File: config.mk
export PLATFORM = sky130hd
export DESIGN_NAME = i2c_temp_poller
export DESIGN_NICKNAME = d
export VERILOG_FILES = /design/src/rtl/i2c_temp_poller.sv
export SDC_FILE = /design/constraint.sdc
export NUM_CORES = 1
export LEC_CHECK = 0
export CAP_MARGIN = 20
export CORE_MARGIN = 2
export CORE_UTILIZATION = 35
export CTS_CLUSTER_DIAMETER = 100
export DETAILED_ROUTE_END_ITERATION = 7
export MAX_ROUTING_LAYER = met4
export SLEW_MARGIN = 20
export SYNTH_ARGS = -nofsm -noshare
export SYNTH_HDL_FRONTEND = slang
export SYNTH_SLANG_ARGS = --single-unit
File: constraint.sdc
create_clock -name i_clk -period 3.05 [get_ports i_clk]
set_input_delay 0.61 -clock i_clk [delete_from_list [all_inputs] [get_ports i_clk]]
set_output_delay 0.61 -clock i_clk [all_outputs]
set_load 0.05 [all_outputs]
File: src/rtl/i2c_temp_poller.sv
// rtl/i2c_temp_poller.sv - multi-sensor I2C temperature poller with integrated SCL timing
// Open-drain SCL/SDA enables, per-channel two-byte reads tagged with channel index.
module i2c_temp_poller #(
    parameter int         CLK_DIV   = 250,
    parameter int         NUM_CH    = 4,
    parameter logic [6:0] BASE_ADDR = 7'b1001000,
    parameter int         POLL_GAP  = 1000
) (
    input  logic              i_clk,
    input  logic              i_rst_n,
    input  logic              i_start,
    input  logic              i_auto_en,
    input  logic [NUM_CH-1:0] i_ch_mask,
    input  logic              i_sda_in,
    output logic              o_scl_oe,
    output logic              o_sda_oe,
    output logic              o_busy,
    output logic [15:0]       o_data_out,
    output logic [2:0]        o_data_ch,
    output logic              o_data_valid,
    output logic              o_nack_err,
    output logic              o_sweep_done
);
    localparam int DIV_W = $clog2(CLK_DIV);
    localparam int GAP_W = $clog2(POLL_GAP + 1);

    typedef enum logic [3:0] {
        S_IDLE, S_START, S_ADDR, S_AACK, S_RD_MSB, S_MACK,
        S_RD_LSB, S_MNACK, S_STOP, S_NEXT, S_GAP
    } state_t;

    state_t            r_state;
    logic [DIV_W-1:0]  r_div;
    logic [1:0]        r_q;
    logic [2:0]        r_bit;
    logic [7:0]        r_sh;
    logic [7:0]        r_msb;
    logic [NUM_CH-1:0] r_pend;
    logic [2:0]        r_ch;
    logic              r_ok;
    logic              r_sweep_end;
    logic [GAP_W-1:0]  r_gap;

    function automatic logic [2:0] f_lowest(input logic [NUM_CH-1:0] m);
        logic [2:0] r;
        r = 3'd0;
        for (int i = NUM_CH - 1; i >= 0; i--)
            if (m[i]) r = 3'(i);
        return r;
    endfunction

    function automatic logic [NUM_CH-1:0] f_onehot(input logic [2:0] ch);
        return NUM_CH'(1) << ch;
    endfunction

    // Address wraps modulo 128 through the 7-bit add.
    function automatic logic [7:0] f_addr(input logic [2:0] ch);
        return {BASE_ADDR + {4'b0000, ch}, 1'b1};
    endfunction

    logic [2:0] w_first_ch;
    logic [2:0] w_next_ch;
    logic       w_qend;
    logic       w_sample;
    logic       w_gap_end;
    logic       w_go;

    assign w_first_ch = f_lowest(i_ch_mask);
    assign w_next_ch  = f_lowest(r_pend);
    assign w_qend     = (r_div == DIV_W'(CLK_DIV - 1));
    assign w_sample   = w_qend && (r_q == 2'd2) &&
                        (r_state == S_AACK || r_state == S_RD_MSB || r_state == S_RD_LSB);
    assign w_gap_end  = (r_gap == GAP_W'(POLL_GAP - 1));
    assign w_go       = (r_state == S_IDLE && (i_start || i_auto_en)) ||
                        (r_state == S_GAP && w_gap_end && r_sweep_end && i_auto_en);

    always_ff @(posedge i_clk or negedge i_rst_n) begin
        if (!i_rst_n) begin
            r_state      <= S_IDLE;
            r_div        <= '0;
            r_q          <= '0;
            r_bit        <= '0;
            r_sh         <= '0;
            r_msb        <= '0;
            r_pend       <= '0;
            r_ch         <= '0;
            r_ok         <= 1'b0;
            r_sweep_end  <= 1'b0;
            r_gap        <= '0;
            o_scl_oe     <= 1'b0;
            o_sda_oe     <= 1'b0;
            o_busy       <= 1'b0;
            o_data_out   <= '0;
            o_data_ch    <= '0;
            o_data_valid <= 1'b0;
            o_nack_err   <= 1'b0;
            o_sweep_done <= 1'b0;
        end else begin
            o_data_valid <= 1'b0;
            o_nack_err   <= 1'b0;
            o_sweep_done <= 1'b0;
            if (w_go) begin
                r_div    <= '0;
                r_q      <= '0;
                r_bit    <= '0;
                o_scl_oe <= 1'b0;
                o_sda_oe <= 1'b0;
                r_ch     <= w_first_ch;
                r_sh     <= f_addr(w_first_ch);
                r_pend   <= i_ch_mask & ~f_onehot(w_first_ch);
                o_busy   <= (i_ch_mask != '0);
                r_state  <= (i_ch_mask == '0) ? S_NEXT : S_START;
            end else begin
                case (r_state)
                    S_IDLE: begin
                    end
                    S_NEXT: begin
                        r_div <= '0;
                        r_q   <= '0;
                        r_bit <= '0;
                        r_gap <= '0;
                        if (r_pend == '0) begin
                            o_sweep_done <= 1'b1;
                            o_busy       <= 1'b0;
                            r_sweep_end  <= 1'b1;
                            r_state      <= i_auto_en ? S_GAP : S_IDLE;
                        end else begin
                            r_ch        <= w_next_ch;
                            r_sh        <= f_addr(w_next_ch);
                            r_pend      <= r_pend & ~f_onehot(w_next_ch);
                            r_sweep_end <= 1'b0;
                            r_state     <= i_auto_en ? S_GAP : S_START;
                        end
                    end
                    S_GAP: begin
                        if (w_gap_end) r_state <= r_sweep_end ? S_IDLE : S_START;
                        else           r_gap   <= r_gap + 1'b1;
                    end
                    default: begin
                        if (w_sample) r_sh <= {r_sh[6:0], i_sda_in};
                        if (!w_qend) begin
                            r_div <= r_div + 1'b1;
                        end else begin
                            r_div <= '0;
                            r_q   <= r_q + 2'd1;
                            if (r_q != 2'd3) begin
                                // SCL low in Q0-Q1 of every bit except the START condition.
                                o_scl_oe <= (r_q == 2'd0) && (r_state != S_START);
                                if (r_state == S_START && r_q == 2'd1) o_sda_oe <= 1'b1;
                                if (r_state == S_STOP  && r_q == 2'd2) o_sda_oe <= 1'b0;
                            end else begin
                                o_scl_oe <= 1'b1;
                                o_sda_oe <= 1'b0;
                                case (r_state)
                                    S_START: begin
                                        r_state  <= S_ADDR;
                                        o_sda_oe <= ~r_sh[7];
                                    end
                                    S_ADDR: begin
                                        r_sh  <= {r_sh[6:0], 1'b0};
                                        r_bit <= r_bit + 3'd1;
                                        if (r_bit == 3'd7) r_state  <= S_AACK;
                                        else               o_sda_oe <= ~r_sh[6];
                                    end
                                    S_AACK: begin
                                        if (r_sh[0]) begin
                                            o_nack_err <= 1'b1;
                                            o_data_ch  <= r_ch;
                                            r_ok       <= 1'b0;
                                            o_sda_oe   <= 1'b1;
                                            r_state    <= S_STOP;
                                        end else begin
                                            r_state    <= S_RD_MSB;
                                        end
                                    end
                                    S_RD_MSB: begin
                                        r_bit <= r_bit + 3'd1;
                                        if (r_bit == 3'd7) begin
                                            r_msb    <= r_sh;
                                            o_sda_oe <= 1'b1;
                                            r_state  <= S_MACK;
                                        end
                                    end
                                    S_MACK: r_state <= S_RD_LSB;
                                    S_RD_LSB: begin
                                        r_bit <= r_bit + 3'd1;
                                        if (r_bit == 3'd7) r_state <= S_MNACK;
                                    end
                                    S_MNACK: begin
                                        r_ok     <= 1'b1;
                                        o_sda_oe <= 1'b1;
                                        r_state  <= S_STOP;
                                    end
                                    S_STOP: begin
                                        o_scl_oe <= 1'b0;
                                        r_state  <= S_NEXT;
                                        if (r_ok) begin
                                            o_data_valid <= 1'b1;
                                            o_data_out   <= {r_msb, r_sh};
                                            o_data_ch    <= r_ch;
                                        end
                                    end
                                    default: r_state <= S_IDLE;
                                endcase
                            end
                        end
                    end
                endcase
            end
        end
    end
endmodule

### Yosys cells after proc, flatten, opt, wreduce, memory -nomap -nowiden

Cells that the tools add are included.

| storage, ports and cells | value |
|---|---|
| bits in registers | 77 |
| bits of input ports | 9 |
| output and inout bits | 25 |
| logic and storage cells | 198 |

| operators by class | value |
|---|---|
| add/sub/neg operators | 6 |
| eq/ne operators | 32 |
| shift operators | 2 |
| mux-type cells | 86 |
| bitwise operators | 9 |
| reduce and logical (&&, ||, !) cells | 44 |

Operator list:

| kind | count |
|---|---|
| 8-bit 2-to-1 mux | 8 |
| 4-bit 2-to-1 mux | 15 |
| 3-bit 2-to-1 mux | 14 |
| 1-bit 2-to-1 mux | 33 |
| 4-bit case mux with 8 select lines | 1 |
| 8-bit case mux with 2 select lines | 2 |
| 10-bit case mux with 2 select lines | 1 |
| 6-bit AND reduction | 3 |
| 4-bit by 3-bit == test with 1-bit output, second input constant | 4 |
| 7-bit by 3-bit adder with 7-bit output, first input constant | 2 |
| 7-bit AND reduction | 2 |
| 4-bit == test, second input constant | 3 |
| 4-bit zero test | 3 |
| 2-bit != test, second input constant | 6 |
| 3-bit case mux with 2 select lines | 2 |
| 4-bit case mux with 3 select lines | 1 |
| 2-bit AND reduction | 6 |
| 2-bit nonzero test | 6 |
| 10-bit by 1-bit adder with 10-bit output, second input constant | 1 |
| 10-bit == test, second input constant | 1 |
| 10-bit 2-to-1 mux | 1 |
| 2-bit 2-to-1 mux | 5 |
| 5-bit by 2-bit != test with 1-bit output, second input constant | 2 |
| 1-bit logical AND | 9 |
| 31 further kinds | 48 |

### Depth between registers and ports, before layout

Gate-level depths: netlist (run 1).

| logic depth | value |
|---|---|
| depth in word-level cells | 10 |
| depth in mapped cells | 8 |

### Worst setup path before layout (run 1)

Ideal clock, no wire load.

| timing | value |
|---|---|
| kind | register to register |
| from | reg r_div[1] |
| to | reg r_msb[0] |
| library setup time | 0.125 ns |
| arrival | 2.107 ns |
| slack | 0.818 ns |
| stages on the path, launching flop included | 8 |
| buffers on the path | 1 |
| period minus slack after synthesis | 2.232 ns |
| cells stage by stage | dfrtp_1 -> inv_1 -> ha_1 -> inv_1 -> or4_1 -> buf_6 -> nor4_4 -> mux2_2 |

| between the ends | value |
|---|---|
| cells in the longest elaborated chain, start to end | 2 |

RTL lines:

| item | line | source |
|---|---|---|
| start: declaration | 33 | `logic [DIV_W-1:0] r_div;` |
| start signal: assignment | 142 | `r_div <= r_div + 1'b1;` |
| 8-bit == test | 70 | `assign w_qend = (r_div == DIV_W'(CLK_DIV - 1));` |
| 6-bit AND reduction (no source line) | - |  |
| end signal: assignment | 179 | `r_msb <= r_sh;` |
| end: declaration | 37 | `logic [7:0] r_msb;` |

No other way between the ends.
A chain may end at the register's enable or synchronous reset.

### Final worst setup path (run 1)

Same ends and word-level chain as after synthesis.

==> impl_metrics.toml, run 1 <==
[floorplanning]
initial_utilization = 0.362
ios = 34
coreArea_sq_mm = 0.0109
die_w_microns = 110
rows = 38
die-height_microns = 110
die-area_sq_mm = 0.0121

[global_route]
grt_max_degree = 76
grt_overflow = 0
grt_pass1_wl_microns = 15400
antenna_found_initial = 0
grt_pass1_vias = 2965
grt_usage = 0.173

[finish]
layout.nets = 453
layout_commonest_cell = "dfrtp_1"
diodes = 0
n_fill_cell = 1054
drive_gt1_frac = 0.139
area_growth_pct = 18.4
layout_common_cells = "dfrtp_1, nand2_1, nor2_1, clkdlybuf4s50_1, mux2_2"

[synthesis]
ys_seq_area_frac = 0.477
synth-edff-count = 0
ys_async_sr_fraction = 1.00
yosys_warnings = 0
syn_nets = 418
synthDistinctLibCells = 59
synth_top_flop_cell = "dfrtp_1"
syn-cell-area_sq_mm = 0.00394
syn_area_per_cell_sq_um = 9.84
synthCells = 400
yosys_register_bits = 75

[setup_path]
critPathSlowestCell = "nor4_4"
critPathCaptureType = "register"
crit_required_ns = 3.30
reg2reg_from = "r_div[1]"
crit_type = "register to register"
critPathArrivalTime_ns = 2.68
worstPathMaxFanout = 8
path_common_cell = "inv_1"
r2r_setup_slack_ns = 0.62
reg2regPathDepth = 6
path_cells = "inv_1, ha_1, inv_1, or4_1, nor4_4, mux2_2"
start_kind = "register"
critPathMaxStageDelay_ns = 0.61
rr_endpoint = "r_msb[0]"
cp_num_buf_inv = 2
critPathTopFamily = "simple AND/OR/NAND/NOR gates"

[clock_network]
cts_tree = "done"
cts.sinks = 75
htree_levels = 3
cts_buffer_depth = 2
cts_hold_buf = 0
post_cts.repair.setup_buffers = 0
insertion_delay_ns = 0.37
clk_pin_slew_worst_paths_ns = 0.08
cts_buffers = 9
cts_resized = 0
cts_root_buffer = "clkbuf_8"

[timing]
fin_tns_setup_ns = 0
worst_pin_slew_ns = 0.934
finalCritPeriodShare = 0.797
hold_viol_final = 0
period_needed_ns = 2.43
setup_viol = 0
slew_viol_final = 0
fin_worst_skew_ns = 0.0107
max-slew-margin-rel = 0.378
clock.fmax_mhz = 411
rsz0062_at_grt = "no"

[detailed_routing]
drt-total-wl_microns = 9270
drc = 0
drt_iter0_drc = 222
wl_per_cell_microns = 16.0
viasPerCell = 5.34
ant_nets = 0
dr.pass1.iters = 4
num_vias = 3100

[hold_path]
hold_class = "primary input to asynchronous set/reset pin"

[power_and_ir_drop]
p_total_mw = 3.22
p_int_mw = 2.00
power.switching_mw = 1.22
p_leak_nw = 2.08
ir_drop_mv = 0.397
p_comb_frac = 0.322
p_clk_frac = 0.272
pwr-share-seq = 0.407
cellPowerDensity_mw_per_mm2 = 690
p_sw_frac = 0.379

[run_status]
status = "finished clean"

[placed_design]
place.gp.congestion = 0.929
io_buffer_count = 32
post-dp-hpwl_microns = 6620

[run]
maxCapViolations = 0
==> synth_stat cells, drive strengths merged (7+ instances only) <==
library cell,instances,area [sq um]
inv,17,63.8
ha,9,113
o211ai,7,52.6
nor4,7,73.8
nand2,49,184
xnor2,8,70.1
clkbuf,12,45.0
nor2,34,128
mux2,21,236
o21ai,19,95.1
a21oi,15,75.1
buf,8,42.5
nor3,13,65.1
nand3,13,65.1
mux2i,11,110
nand4,9,62.6
dfrtp,75,1880
==> kinds of logic (layout without fill, tap and decap cells) <==
kind of cell,count (synthesis),after routing,synth area share
fa+ha+maj,9,9,0.0286
mux,32,32,0.0881
simple gates,151,151,0.194
xor+xnor,11,11,0.0245
flops,75,75,0.477
compound gates,84,84,0.149
buf+inv,37,77,0.0385
other cells,1,1,0.000953
==> power groups by stage <==
stage | clock (mW) | sequential [mW] | combinational [mW]
after global routing | 0.936 | 1.33 | 1.15
after floorplan | 0 | 1.24 | 0.773
final | 0.873 | 1.31 | 1.03
after global placement | 0 | 1.32 | 1.02
after CTS | 0.891 | 1.31 | 1.03
after detailed placement | 0 | 1.33 | 1.03
==> worst max-delay path by stage <==
stage	slack [ns]	cells after the start	endpoint	startpoint
after detailed placement	0.38	6	r_q[0]	i_auto_en
after floorplan	0.82	7	r_msb[0]	r_div[1]
after CTS	0.60	6	r_msb[0]	r_div[1]
after global routing	0.38	5	r_gap[8]	r_state[1]
after global placement	0.46	6	r_q[1]	i_auto_en
final	0.62	6	r_msb[0]	r_div[1]
==> final cells by class <==
cell class,instances,area (sq um),area share
clock buffers,11,141,0.0303
repair buffers,44,408,0.0875
multi-input cells,288,1910,0.410
well taps,140,175,0.0376
flip-flops and latches,75,1880,0.403
inverters,17,63.8,0.0137
clock inverters,5,86.3,0.0185
==> stage by stage <==
step / instance area [sq um] / hold WS, ns / setup WS, ns / util / cells
finish: 4660 / 0.370 / 0.619 / 0.428 / 580
global route: 4660 / 0.468 / 0.378 / 0.428 / 580
CTS: 4660 / 0.424 / 0.596 / 0.428 / 580
detailed placement: 4430 / 0.464 / 0.377 / 0.407 / 564
global placement: 4430 / 0.455 / 0.456 / 0.407 / 564
floorplan: 3940 / 0.314 / 0.818 / - / 400
==> worst register-to-register path: stages (launching register included) <==
cell and delay [ns]:
dfrtp_1 0.43, inv_1 0.07, ha_1 0.16, inv_1 0.04, or4_1 0.60, nor4_4 0.61, mux2_2 0.41
==> flip-flops by register name, summed over array words and instances (netlist names), 2 cells and up <==
register    flops
r_pend          4
r_div           8
r_state         4
r_bit           3
r_msb           8
r_gap          10
o_data_ch       2
r_sh            8
o_data_out     16
r_q             2
r_ch            2
==> per-layer routing <==
metal  vias up  wire [microns]  global-route usage
li1       1509               -                   -
met1      1491            4350               0.230
met2        83            4270               0.252
met3        17             435              0.0359
met4         0             221              0.0823
met5         -               0                   -
Note: power is estimated with default switching activity, not from simulation.
==> run 2: changes to the inputs <==
==> constraint.sdc (replaced) <==
create_clock -name i_clk -period 2.44 [get_ports i_clk]
set_input_delay 0.488 -clock i_clk [delete_from_list [all_inputs] [get_ports i_clk]]
set_output_delay 0.488 -clock i_clk [all_outputs]
set_load 0.05 [all_outputs]
==> run 2 against run 1 <==
Maximum frequency rose by 6.5%. Critical path depth unchanged. Die area stayed put. Utilization rose by 0.92 points.
==> impl_metrics.toml, run 2 (synthesis results as in run 1) <==
[run_status]
status = "finished clean"

[clock_network]
htree_levels = 3
cts_resized = 0
post_cts.repair.setup_buffers = 0
cts_root_buffer = "clkbuf_8"
cts.sinks = 75
cts_buffers = 9
cts_buffer_depth = 2
cts_hold_buf = 0
insertion_delay_ns = 0.37
cts_tree = "done"
clk_pin_slew_worst_paths_ns = 0.09

[setup_path]
critPathArrivalTime_ns = 2.57
path_cells = "or3b_2, nor4_4, buf_4, o211ai_1, or3_1, a21oi_1"
start_kind = "register"
worstPathMaxFanout = 6
crit_required_ns = 2.73
crit_type = "register to register"
critPathMaxStageDelay_ns = 0.57
reg2reg_from = "r_gap[3]"
critPathCaptureType = "register"
critPathLaunch = "r_gap[3]"
critPathSlowestCell = "or3b_2"

[timing]
worst_pin_slew_ns = 0.890
fin_tns_setup_ns = 0
whs_ns = 0.0778
period_needed_ns = 2.28
fin_worst_skew_ns = 0.0108
finalCritPeriodShare = 0.936
hold_viol_final = 0
setup_viol = 0
max-slew-margin-rel = 0.402
worst_slack_ns = 0.157
rsz0062_at_grt = "no"
clock.fmax_mhz = 438
slew_viol_final = 0

[hold_path]
hold_class = "primary input to asynchronous set/reset pin"

[finish]
multiInputGateArea_sq_mm = 0.00191
largestRegisters = "o_data_out (16), r_gap (10)"
n_fill_cell = 1052
layout_commonest_cell = "dfrtp_1"
final_cells = 596
layout_common_cells = "dfrtp_1, nand2_1, nor2_1, clkdlybuf4s50_1, buf_4"
largest_reg_flops = 16
area_growth_pct = 20.9
ff_latch_area_sq_mm = 0.00188
layout.nets = 469
top_register = "o_data_out"
diodes = 0
drive_gt1_frac = 0.173

[placed_design]
dp.cells = 580
place.gp.congestion = 0.865
place_ws_ns = -0.00539
io_buffer_count = 32
post-dp-hpwl_microns = 6930

[detailed_routing]
drt_iter0_drc = 177
viasPerCell = 5.42
drt-total-wl_microns = 9710
num_vias = 3229
wl_per_cell_microns = 16.3
dr.pass1.iters = 4
ant_nets = 0
drc = 0

[floorplanning]
coreArea_sq_mm = 0.0109
die-area_sq_mm = 0.0121
initial_utilization = 0.362
die_w_microns = 110
die-height_microns = 110
rows = 38
ios = 34

[power_and_ir_drop]
p_total_mw = 4.03
p_leak_nw = 2.15
ir_drop_mv = 0.435
cellPowerDensity_mw_per_mm2 = 847

[run]
maxCapViolations = 0

[global_route]
grt_max_degree = 40
grt_pass1_wl_microns = 16100
antenna_found_initial = 0
grt_pass1_vias = 3171
grt_usage = 0.178
grt_overflow = 0
[run 2: worst paths after layout]
kind | end | slack, ns | cells after the start
max | r_div[5] | 0.16 | 6
min | r_div[6] | 0.08 | 1
max reg2reg | r_div[5] | 0.16 | 6
min reg2reg | o_data_out[7] | 0.47 | 2
max in group asynchronous | r_sh[5] | 1.79 | 2
min in group i_clk | o_data_out[7] | 0.47 | 2
[run 2: layout make-up]
cell class | instances | share of cell area
sequential | 75 | 0.394
inverter | 17 | 0.0134
clock buffer | 9 | 0.0260
multi-input combinational | 288 | 0.402
tap | 140 | 0.0368
clock inverter | 7 | 0.0142
timing repair buffer | 60 | 0.114
[run 2: worst max-delay path, delay by kind of cell (launching register included)]
| kind | cells | cell delay (ns) |
|---|---|---|
| and+or+nand+nor | 3 | 1.31 |
| AOI/OAI and AO/OA | 2 | 0.26 |
| buffers and inverters | 1 | 0.18 |
| DFF | 1 | 0.45 |
[run 2: report_power, final]
part,internal (mW),switching [mW],total (mW)
combinational,0.606,0.892,1.50
sequential,1.38,0.190,1.57
clock,0.399,0.563,0.962
[run 2: stage by stage]
step | instance area, sq um | util
CTS | 4760 | 0.437
finish | 4760 | 0.437
floorplan | 3940 | -
global route | 4760 | 0.437
global placement | 4560 | 0.419
detailed placement | 4560 | 0.419
[run 2: layer usage]
layer / global-route usage / routed length, microns / vias to the layer above
li1: - / - / 1552
met1: 0.244 / 4660 / 1607
met2: 0.269 / 4620 / 61
met3: 0.0312 / 304 / 9
met4: 0.0570 / 122 / 0
met5: - / 0 / -
